`src/rtl/mod_addsub_pipe.sv`:
```
// Two-stage modular add/subtract unit with a running modular accumulator.
// Valid/ready on both sides; at most two beats are held internally.
module mod_addsub_pipe #(
   parameter int W = 4,
   parameter int M = 12
) (
   input  logic         clk_i,
   input  logic         rst_ni,
   input  logic         in_valid_i,
   output logic         in_ready_o,
   input  logic [1:0]   op_i,
   input  logic [W-1:0] x_i,
   input  logic [W-1:0] y_i,
   input  logic         clr_i,
   output logic         out_valid_o,
   input  logic         out_ready_i,
   output logic [W-1:0] z_o,
   output logic         err_o
);

   localparam logic [W:0] MOD = (W+1)'(M);

   if (M < 2 || M > (1 << W)) begin : g_bad_modulus
      $error("mod_addsub_pipe: modulus M must satisfy 2 <= M <= 2**W");
   end

   // Applies the single conditional correction that brings a raw result into [0, M-1].
   function automatic logic [W-1:0] reduce(input logic [W:0] raw, input logic flag,
                                           input logic sub);
      logic [W:0] t;
      t = raw;
      if (flag) begin
         t = sub ? (raw + MOD) : (raw - MOD);
      end
      return t[W-1:0];
   endfunction

   logic           s1_valid_q, s1_valid_d;
   logic [W:0]     s1_raw_q, s1_raw_d;
   logic           s1_flag_q, s1_flag_d;
   logic           s1_sub_q, s1_sub_d;
   logic           s1_err_q, s1_err_d;
   logic           out_valid_q, out_valid_d;
   logic [W-1:0]   z_q, z_d;
   logic           err_q, err_d;
   logic [W-1:0]   acc_q, acc_d;

   logic           is_acc, is_sub;
   logic [W-1:0]   acc_prior, opa, opb;
   logic [W:0]     raw;
   logic           flag, in_err;
   logic           s2_load, in_fire;

   assign is_acc    = op_i[1];
   assign is_sub    = op_i[0];
   // A same-edge clear is applied before the accumulate op.
   assign acc_prior = clr_i ? '0 : acc_q;
   assign opa       = is_acc ? acc_prior : x_i;
   assign opb       = is_acc ? x_i : y_i;
   assign raw       = is_sub ? ({1'b0, opa} - {1'b0, opb}) : ({1'b0, opa} + {1'b0, opb});
   assign flag      = is_sub ? raw[W] : (raw >= MOD);
   assign in_err    = ({1'b0, x_i} >= MOD) || (!is_acc && ({1'b0, y_i} >= MOD));

   assign s2_load    = !out_valid_q || out_ready_i;
   assign in_ready_o = !s1_valid_q || s2_load;
   assign in_fire    = in_valid_i && in_ready_o;

   always_comb begin
      s1_valid_d  = s1_valid_q;
      s1_raw_d    = s1_raw_q;
      s1_flag_d   = s1_flag_q;
      s1_sub_d    = s1_sub_q;
      s1_err_d    = s1_err_q;
      out_valid_d = out_valid_q;
      z_d         = z_q;
      err_d       = err_q;
      acc_d       = acc_q;

      if (in_ready_o) begin
         s1_valid_d = in_fire;
         if (in_fire) begin
            s1_raw_d  = raw;
            s1_flag_d = flag;
            s1_sub_d  = is_sub;
            s1_err_d  = in_err;
         end
      end

      if (s2_load) begin
         out_valid_d = s1_valid_q;
         if (s1_valid_q) begin
            z_d   = s1_err_q ? '0 : reduce(s1_raw_q, s1_flag_q, s1_sub_q);
            err_d = s1_err_q;
         end
      end

      if (clr_i) begin
         acc_d = '0;
      end
      if (in_fire && is_acc && !in_err) begin
         acc_d = reduce(raw, flag, is_sub);
      end
   end

   always_ff @(posedge clk_i or negedge rst_ni) begin
      if (!rst_ni) begin
         s1_valid_q  <= 1'b0;
         s1_raw_q    <= '0;
         s1_flag_q   <= 1'b0;
         s1_sub_q    <= 1'b0;
         s1_err_q    <= 1'b0;
         out_valid_q <= 1'b0;
         z_q         <= '0;
         err_q       <= 1'b0;
         acc_q       <= '0;
      end else begin
         s1_valid_q  <= s1_valid_d;
         s1_raw_q    <= s1_raw_d;
         s1_flag_q   <= s1_flag_d;
         s1_sub_q    <= s1_sub_d;
         s1_err_q    <= s1_err_d;
         out_valid_q <= out_valid_d;
         z_q         <= z_d;
         err_q       <= err_d;
         acc_q       <= acc_d;
      end
   end

   assign out_valid_o = out_valid_q;
   assign z_o         = z_q;
   assign err_o       = err_q;

endmodule

```
`config.mk`:
```
export PLATFORM = sky130hd
export DESIGN_NAME = mod_addsub_pipe
export DESIGN_NICKNAME = d
export VERILOG_FILES = /design/src/rtl/mod_addsub_pipe.sv
export SDC_FILE = /design/constraint.sdc
export NUM_CORES = 1
export LEC_CHECK = 0
export CORE_ASPECT_RATIO = 1.4
export CORE_MARGIN = 5
export CORE_UTILIZATION = 30
export CTS_CLUSTER_SIZE = 28
export DETAILED_ROUTE_END_ITERATION = 7
export GPL_ROUTABILITY_DRIVEN = 1
export GPL_TIMING_DRIVEN = 1
export SLEW_MARGIN = 20
export SYNTH_ARGS = -nofsm -noshare
export SYNTH_HDL_FRONTEND = slang
export SYNTH_SLANG_ARGS = --single-unit
```
`constraint.sdc`:
```
create_clock -name clk_i -period 2.8 [get_ports clk_i]
set_input_delay 0.28 -clock clk_i [delete_from_list [all_inputs] [get_ports clk_i]]
set_output_delay 0.28 -clock clk_i [all_outputs]
set_load 0.02 [all_outputs]
```
==> impl_metrics.json, run 1 <==
{
  "avgSynthCellArea_um2": 9.26,
  "dr.pass1.iters": 4,
  "core-area_um2": 3920,
  "row_count": 27,
  "synth_edf_count": 0,
  "dieHeight_um": 85.2,
  "worstPathRequired_ps": 2930,
  "cp.arrival_ps": 2920,
  "critPathKind": "input pin to flip-flop",
  "antenna_cells": 0,
  "ys_warn_count": 0,
  "drc": 0,
  "fin_util_pct": 43.3,
  "fin_skew_ps": 3.60,
  "cp-startpoint": "x_i[0]",
  "cts_buffers": 3,
  "synth_top_cell_area_share_pct": 37.2,
  "p_per_area_nw_per_um2": 612,
  "num-fill-cells": 382,
  "synth_area_leaders": "dfrtp_1, nand2_1, mux2_2",
  "die-area_um2": 5430,
  "hold_buffers": 0,
  "antenna_found_initial": 0,
  "vias_per_cell": 4.94,
  "yosysTopAreaCell": "dfrtp_1",
  "hold_viol": 0,
  "gr-usage-all-layers_pct": 11.0,
  "grt_pass1_wl_um": 4910,
  "gp_congestion": 0.761,
  "port_buffers": 21,
  "status": "completed",
  "dieWidth_um": 63.7,
  "drive_gt1_share_pct": 24.3,
  "vias": 1066,
  "synthFlopType": "dfrtp_1",
  "start_kind": "input pin",
  "rrSetupSlack_ps": 410,
  "fin_crit_sh_pct": 99.7,
  "cts_tree": "built",
  "maxSlewHeadroom_pct": 48.5,
  "routedWlPerCell_um": 12.9,
  "min_period_ps": 2790,
  "clock_latency_ps": 250,
  "clkTransAtPathRegs_ps": 70,
  "drtIter0Drc": 30,
  "synth.distinct_cells": 41,
  "synth_seq_cells": 18,
  "grt_pass1_vias": 1137,
  "drv_cap": 0,
  "htreeDepth": 1,
  "grt_overflow": 0,
  "end_kind": "flip-flop",
  "syn_area_um2": 1210,
  "setup_violations": 0,
  "cp_max_fo": 5,
  "seq_area_frac_synth_pct": 37.2,
  "final_cells": 216,
  "syn2layout_area_growth_pct": 39.8,
  "final_cell_mix": "nand2_1, buf_4, clkdlybuf4s50_1",
  "ant_nets": 0,
  "worstMarginPinSlew_ps": 770,
  "postSynthCellCount": 131,
  "synth_fp_nets": 152,
  "layout_commonest_cell": "nand2_1",
  "start_util_pct": 30.9,
  "cellLeakagePower_nw": 0.766,
  "hpwl_um": 2240,
  "io_pins": 22,
  "async_reset_ff_share_pct": 100,
  "holdWs_ps": 478,
  "wirelength_um": 2790,
  "cts_sinks": 18,
  "vdd_ir_drop_max_v": 0.000426,
  "fin_nets": 195,
  "place_inst": 208,
  "hp-class": "input pin to async pin",
  "r2r_start": "acc_q[1]",
  "maxSlewViolCount": 0,
  "max_clock_freq_mhz": 358,
  "clock_path_buffers": 2,
  "grt_max_degree": 19,
  "cts_root_buf": "clkbuf_8"
}
-- cell usage after synthesis (all sizes together) (3+ instances only) --
| master | number |
|---|---|
| o21ai | 11 |
| inv | 3 |
| nand2 | 22 |
| nand2b | 5 |
| dfrtp | 18 |
| a31oi | 3 |
| xor2 | 4 |
| mux2i | 4 |
| nor2b | 6 |
| a21oi | 6 |
| ha | 5 |
| mux2 | 6 |
| nor2 | 5 |
| xnor2 | 3 |
-- final cells by class --
| cell class | instances | area (um2) | area share, % |
|---|---|---|---|
| flip-flops and latches | 18 | 450 | 26.6 |
| well taps | 43 | 53.8 | 3.17 |
| inverters | 3 | 11.3 | 0.664 |
| clock buffers | 4 | 55.1 | 3.25 |
| multi-input cells | 106 | 754 | 44.5 |
| repair buffers | 42 | 370 | 21.8 |
-- power by group --
group	switching, mW	internal [mW]	total [mW]
clock network	0.0816	0.125	0.206
logic	0.226	0.250	0.476
registers	0.0351	0.321	0.356
-- cell families after synthesis --
family	share of synthesized area [%]
flops	37.2
buf+inv	2.89
compound gates	16.7
mux	8.87
fa+ha+maj	6.81
xor+xnor	5.06
simple gates	22.5
-- state kept, by name, summed over array words and instances, names as in the netlist --
signal       flops
s1_flag_q        1
s1_valid_q       1
s1_raw_q         4
s1_err_q         1
s1_sub_q         1
acc_q            4
err_o            1
out_valid_o      1
z_o              4
-- metal layers --
layer | part of all wire, % | GRT usage [%] | up-vias
li1 | - | - | 551
met1 | 39 | 11.5 | 494
met2 | 57 | 21.4 | 17
met3 | 3.3 | 1.85 | 4
met4 | 0.83 | 3.97 | 0
met5 | 0 | 0 | -
-- what timing repair did --
action,CTS,global route
pin swaps,1,2
endpoints found under the hold margin,0,0
gates resized for setup,2,8
setup buffers,3,1
setup endpoints to repair,2,3
-- worst paths after layout --
check | endpoint | cells after the start
hold / removal | z_o[1] | 1
setup reg to reg | acc_q[3] | 8
setup / recovery | acc_q[3] | 11
hold reg to reg | z_o[2] | 2
min in group clk_i | z_o[2] | 2
max in group asynchronous | z_o[3] | 1
-- metrics by stage --
step	area (um2)	setup TNS (ps)	worst slack, ps	power (mW)
6_report	1700	0	7.24	1.04
5_1_grt	1700	-123	-80.8	1.12
2_1_floorplan	1210	0	108	0.630
4_1_cts	1660	0	2.64	1.04
3_5_place_dp	1580	-824	-302	0.819
3_3_place_gp	1580	-512	-198	0.806
-- worst max-delay path: stages --
cell and delay, ps:
clkdlybuf4s50_1 440, mux2i_2 210, ha_2 240, nor2_1 60, xor2_1 170, ha_1 340, and3b_4 210, or3_4 390
o211a_1 130, a311oi_1 340, a21oi_2 100
No activity file was read; power rests on OpenSTA's default activity.
==> inputs of run 2 (changes only) <==
==> constraint.sdc (replaced) <==
create_clock -name clk_i -period 3.4 [get_ports clk_i]
set_input_delay 0.34 -clock clk_i [delete_from_list [all_inputs] [get_ports clk_i]]
set_output_delay 0.34 -clock clk_i [all_outputs]
set_load 0.02 [all_outputs]
==> run 2 against run 1 <==
  * Sequential power decreased by 17%
  * Non-clock buffer count decreased by 17
  * Power decreased by 23%
  * Cell count decreased by 7.9%
  * Utilization decreased by 4.0 points
  * Die area unchanged
  * Count of clock-buffer cells in the layout unchanged
  * Design area decreased by 9.3%
  * Sequential share of layout area increased by 2.7 points
  * Register-to-register slack improved by 480 ps
==> impl_metrics.json, run 2 (same netlist as run 1, synthesis figures left out) <==
{
  "power_switching_uw": 267,
  "fin_nets": 178,
  "routedWlPerCell_um": 12.7,
  "grt_overflow": 0,
  "clkTransAtPathRegs_ps": 70,
  "worstPathRequired_ps": 3570,
  "r2r_start": "acc_q[0]",
  "cp_max_fo": 8,
  "num-fill-cells": 396,
  "dieHeight_um": 85.2,
  "min_period_ps": 3080,
  "p_per_area_nw_per_um2": 518,
  "setup_tns_ps": 0,
  "vias": 1009,
  "p_int_uw": 529,
  "ant_nets": 0,
  "setup_violations": 0,
  "hold_buffers": 0,
  "start_util_pct": 30.9,
  "wirelength_um": 2540,
  "syn2layout_area_growth_pct": 26.8,
  "worstMarginPinSlew_ps": 773,
  "cp-startpoint": "op_i[1]",
  "io_pins": 22,
  "p_sw_share_pct": 33.6,
  "critPathBufInv": 1,
  "drv_cap": 0,
  "hold_viol": 0,
  "vdd_ir_drop_max_v": 0.000319,
  "cts_setup_buffers": 0,
  "cp_cell_sequence": "clkdlybuf4s50_1, mux2i_1, ha_1, nor2_1, xor2_1, ha_1, a21o_1, o21ai_1, nand2_1, o311a_1, a21oi_1",
  "dieWidth_um": 63.7,
  "fin_crit_sh_pct": 90.6,
  "critPathTopFamily": "compound AO/OA/AOI/OAI gates",
  "drc": 0,
  "start_kind": "input pin",
  "min_from": "z_o[0]",
  "cpMaxStageDelayCell": "clkdlybuf4s50_1",
  "drive_gt1_share_pct": 10.9,
  "maxSlewHeadroom_pct": 48.3,
  "max_clock_freq_mhz": 325,
  "hpwl_um": 2110,
  "cp.arrival_ps": 3250,
  "cts_root_buf": "clkbuf_8",
  "cts_resized": 0,
  "die-area_um2": 5430,
  "cts_tree": "built",
  "clock_path_buffers": 2,
  "power.share.combinational_pct": 41.4,
  "cts_buffers": 3,
  "grt_pass1_vias": 1124,
  "clkPwrFrac_pct": 21.6,
  "port_buffers": 21,
  "dr.pass1.iters": 4,
  "layout_commonest_cell": "nand2_1",
  "p_seq_share_pct": 37.0,
  "hp-class": "flip-flop to flip-flop",
  "rsz0062_at_grt": "no",
  "status": "completed",
  "drtIter0Drc": 30,
  "final_cells": 199,
  "gp_congestion": 0.823,
  "cellLeakagePower_nw": 0.678,
  "multi_input_area_um2": 727,
  "cpPeakStageDelay_ps": 540,
  "final_cell_mix": "nand2_1, clkdlybuf4s50_1, dfrtp_1",
  "grt_max_degree": 19,
  "gr-usage-all-layers_pct": 10.4,
  "p_total_uw": 796,
  "place_inst": 195,
  "vias_per_cell": 5.07,
  "crit_path_frequent_cell": "ha_1",
  "grt_pass1_wl_um": 4730,
  "core-area_um2": 3920,
  "fin_util_pct": 39.2,
  "end_kind": "flip-flop",
  "antenna_found_initial": 0,
  "cts_sinks": 18,
  "row_count": 27,
  "regArea_um2": 450,
  "fin_skew_ps": 0.912,
  "antenna_cells": 0,
  "htreeDepth": 1,
  "maxSlewViolCount": 0,
  "critPathKind": "input pin to flip-flop",
  "clock_latency_ps": 250
}
-- run 2: cell count changes in the layout (fill, tap and decap cells not counted), moves of 2 or more --
cell	delta
a21oi_1	+2
a21oi_2	-2
buf_4	-17
mux2i_1	+2
mux2i_2	-2
o21ai_2	-2
-- run 2: final cells by class --
cell class                 count  area share (%)
sequential                    18            29.3
tap                           43            3.50
clock buffer                   4            3.58
multi-input combinational    106            47.3
inverter                       3           0.732
timing repair buffer          25            15.6
-- run 2: stage by stage --
stage                     cell area (um2)  setup slack [ps]  hold WS (ps)
after CTS                            1540               334           485
after global routing                 1540               113           511
final                                1540               321           481
after floorplan                      1210               648          44.4
after detailed placement             1480              79.2           470
after global placement               1480               138           461
-- run 2: routing by layer --
metal,GRT usage (%),vias up,share of wire [%]
li1,-,516,-
met1,10.9,474,41
met2,19.7,15,54
met3,2.25,4,3.8
met4,4.16,0,0.87
met5,0,-,0
-- run 2: path summary, 6_finish.rpt --
kind,end,cells after the start,slack [ps]
max in group asynchronous,z_o[3],1,2380
max,acc_q[3],11,320
max reg2reg,acc_q[3],10,890
min,z_o[0],2,480
min in group asynchronous,z_o[1],1,540
min reg2reg,z_o[0],2,480
-- run 2: worst min-delay path, stage by stage (launching register included) --
cell and delay, ps:
dfrtp_1 340, nand2_1 40, o21ai_0 60
-- run 2: power groups by stage --
stage	clock network [mW]	registers [mW]	logic, mW
after floorplan	0	0.321	0.198
after global placement	0	0.297	0.327
after detailed placement	0	0.300	0.332
after CTS	0.175	0.296	0.333
after global routing	0.185	0.301	0.374
final	0.172	0.295	0.330
==> RTL edit (config.mk and constraints of run 1) <==
Take the reset off `z_q` and load it in a clocked block of its own.
--- a/src/rtl/mod_addsub_pipe.sv
+++ b/src/rtl/mod_addsub_pipe.sv
@@ -111,5 +111,4 @@
          s1_err_q    <= 1'b0;
          out_valid_q <= 1'b0;
-         z_q         <= '0;
          err_q       <= 1'b0;
          acc_q       <= '0;
@@ -121,8 +120,11 @@
          s1_err_q    <= s1_err_d;
          out_valid_q <= out_valid_d;
-         z_q         <= z_d;
          err_q       <= err_d;
          acc_q       <= acc_d;
       end
+   end
+
+   always_ff @(posedge clk_i) begin
+      z_q <= z_d;
    end
 
Check against the original RTL: differs if rst_ni is asserted again (counterexample within 4 cycles, from zero or initial values and one cycle with rst_ni low); with rst_ni held inactive, the same outputs for 10 cycles.
==> RTL edit against run 1 <==
Non-clock buffer count shrank 7. Cell area shrank 6.7%. Setup slack gained 0.18 ns. Register-to-register slack gained 0.05 ns. Sequential cell count is the same. Routed wire length shrank 10%. Synthesized cell count shrank 12%. Total power shrank 4.7%. Area after synthesis shrank 3.9%. Count of clock-buffer cells in the layout is the same. Critical endpoint unchanged.
==> RTL edit: results (changes against run 1) <==
{
  "synth_xor_xnor_area_share": {"value": 8.378, "unit": "%", "change": "was 5.057%"},
  "run_status": {"value": "completed", "change": "unchanged"},
  "leakage": {"value": 0.6916, "unit": "nW", "change": "was 0.7662 nW"},
  "met1_track_usage_gr": {"value": 11.58, "unit": "%", "change": "was 11.47%"},
  "critical-path-top-delay-family": {"value": "adder cells", "change": "was simple AND/OR/NAND/NOR gates"},
  "tightest_slew": {"value": 0.6320, "unit": "ns", "change": "was 0.7704 ns"},
  "detailedPlacementHpwl": {"value": 2126, "unit": "um", "change": "was 2240 um"},
  "globalRouteMet2Util": {"value": 17.26, "unit": "%", "change": "was 21.44%"},
  "netlist_cell_types": {"value": 36, "change": "was 41"},
  "synth_enable_flop_cells": {"value": 4, "change": "was 0"},
  "synth-seq-area-share": {"value": 40.39, "unit": "%", "change": "was 37.15%"},
  "via_count_of_the_first_global_routing_pass": {"value": 1030, "change": "was 1137"},
  "routed_wire_length_per_instance": {"value": 12.94, "unit": "um", "change": "was 12.90 um"},
  "synthArstFlopShare": {"value": 77.78, "unit": "%", "change": "was 100.0%"},
  "final.fill_count": {"value": 380, "change": "was 382"},
  "cp_slowest_stage_delay": {"value": 0.50, "unit": "ns", "change": "was 0.44 ns"},
  "grt.met3_usage": {"value": 2.291, "unit": "%", "change": "was 1.854%"},
  "gr-usage-all-layers": {"value": 10.07, "unit": "%", "change": "was 11.03%"},
  "vias": {"value": 946, "change": "was 1066"},
  "dr_iter_0_viols": {"value": 25, "change": "was 30"},
  "worstPathArrival": {"value": 2.75, "unit": "ns", "change": "was 2.92 ns"},
  "synth_nets": {"value": 136, "change": "was 152"},
  "grt_first_pass_wirelength": {"value": 4374, "unit": "um", "change": "was 4912 um"},
  "synthesized_area_fraction_occupied_by_ao_oa_aoi_and_oai_cells": {"value": 11.92, "unit": "%", "change": "was 16.72%"},
  "path_max_fanout": {"value": 3, "change": "was 5"},
  "netlist_top_cells_area": {"value": "sky130_fd_sc_hd__dfrtp_1 (30%), sky130_fd_sc_hd__edfxtp_1 (10%), sky130_fd_sc_hd__mux2_1 (5.8%)", "change": "was sky130_fd_sc_hd__dfrtp_1 (37%), sky130_fd_sc_hd__nand2_1 (6.8%), sky130_fd_sc_hd__mux2_2 (5.6%)"},
  "worst_ir_drop_vdd": {"value": 0.3557, "unit": "mV", "change": "was 0.4259 mV"},
  "place_congestion": {"value": 0.8597, "change": "was 0.7606"},
  "ys_top_cells_by_count": {"value": "sky130_fd_sc_hd__nand2_1 (16), sky130_fd_sc_hd__dfrtp_1 (14), sky130_fd_sc_hd__nor2_1 (8)", "change": "was sky130_fd_sc_hd__nand2_1 (22), sky130_fd_sc_hd__dfrtp_1 (18), sky130_fd_sc_hd__o21ai_0 (10)"}
}
[RTL edit: cell count changes after synthesis, moves of 4 or more]
| cell | run 1 | this run |
|---|---|---|
| sky130_fd_sc_hd__o21ai_0 | 10 | 1 |
| sky130_fd_sc_hd__edfxtp_1 | 0 | 4 |
| sky130_fd_sc_hd__mux2_2 | 6 | 0 |
| sky130_fd_sc_hd__o21ai_1 | 1 | 7 |
| sky130_fd_sc_hd__nand2_1 | 22 | 16 |
| sky130_fd_sc_hd__dfrtp_1 | 18 | 14 |
| sky130_fd_sc_hd__mux2_1 | 0 | 6 |
[RTL edit: per-layer routing]
metal | wire (um) | vias up
met5 | 0 | -
li1 | - | 480
met3 | 112 | 8
met2 | 1247 | 28
met4 | 93 | 0
met1 | 1044 | 430
[RTL edit: kinds of logic (layout without fill, tap and decap cells)]
family	after synthesis	count (layout)
buffers and inverters	6	42
xor gates and xnor gates	9	9
muxes	11	11
DFF	18	18
AOI/OAI and AO/OA	20	20
adders and majority gates	6	6
and+or+nand+nor	45	45
[RTL edit: area by class of cell]
cell class | count | area (um2) | area share (%)
Clock buffer | 4 | 55.05 | 3.481
Sequential cell | 18 | 470.5 | 29.75
Tap cell | 42 | 52.55 | 3.323
Inverter | 3 | 11.26 | 0.7120
Timing Repair Buffer | 35 | 314.1 | 19.86
Multi-Input combinational cell | 91 | 678.2 | 42.88
[RTL edit: power by group]
part	switching (mW)	internal (mW)	leakage [nW]
Combinational	0.199	0.222	0.451
Sequential	0.0330	0.332	0.212
Clock	0.0785	0.125	0.0288
[RTL edit: repair_timing]
item | 4_1_cts | 5_1_grt
setup buffers | 1 | 0
gates resized for setup | 3 | 0
setup endpoints to repair | 3 | 0
[RTL edit: final timing paths]
check,from,cells past startpoint,slack [ns],end
setup / recovery,x_i[0],10,0.19,acc_q[3]
hold / removal,rst_ni,1,0.43,acc_q[2]
setup reg to reg,acc_q[1],7,0.46,acc_q[3]
hold reg to reg,s1_valid_q,1,0.48,out_valid_o
max in group asynchronous,rst_ni,1,1.97,s1_raw_q[3]
min in group clk_i,s1_valid_q,1,0.48,out_valid_o
[RTL edit: metrics by stage]
stage | area, um2 | setup slack [ns] | power (mW) | instances
6_report | 1582 | 0.1899 | 0.9887 | 193
5_1_grt | 1582 | 0.02993 | 1.057 | 193
4_1_cts | 1582 | 0.1552 | 1.004 | 193
3_5_place_dp | 1513 | -0.3054 | 0.7921 | 188
3_3_place_gp | 1513 | -0.1835 | 0.7739 | 188
2_1_floorplan | 1165 | 0.2743 | 0.6176 | 115
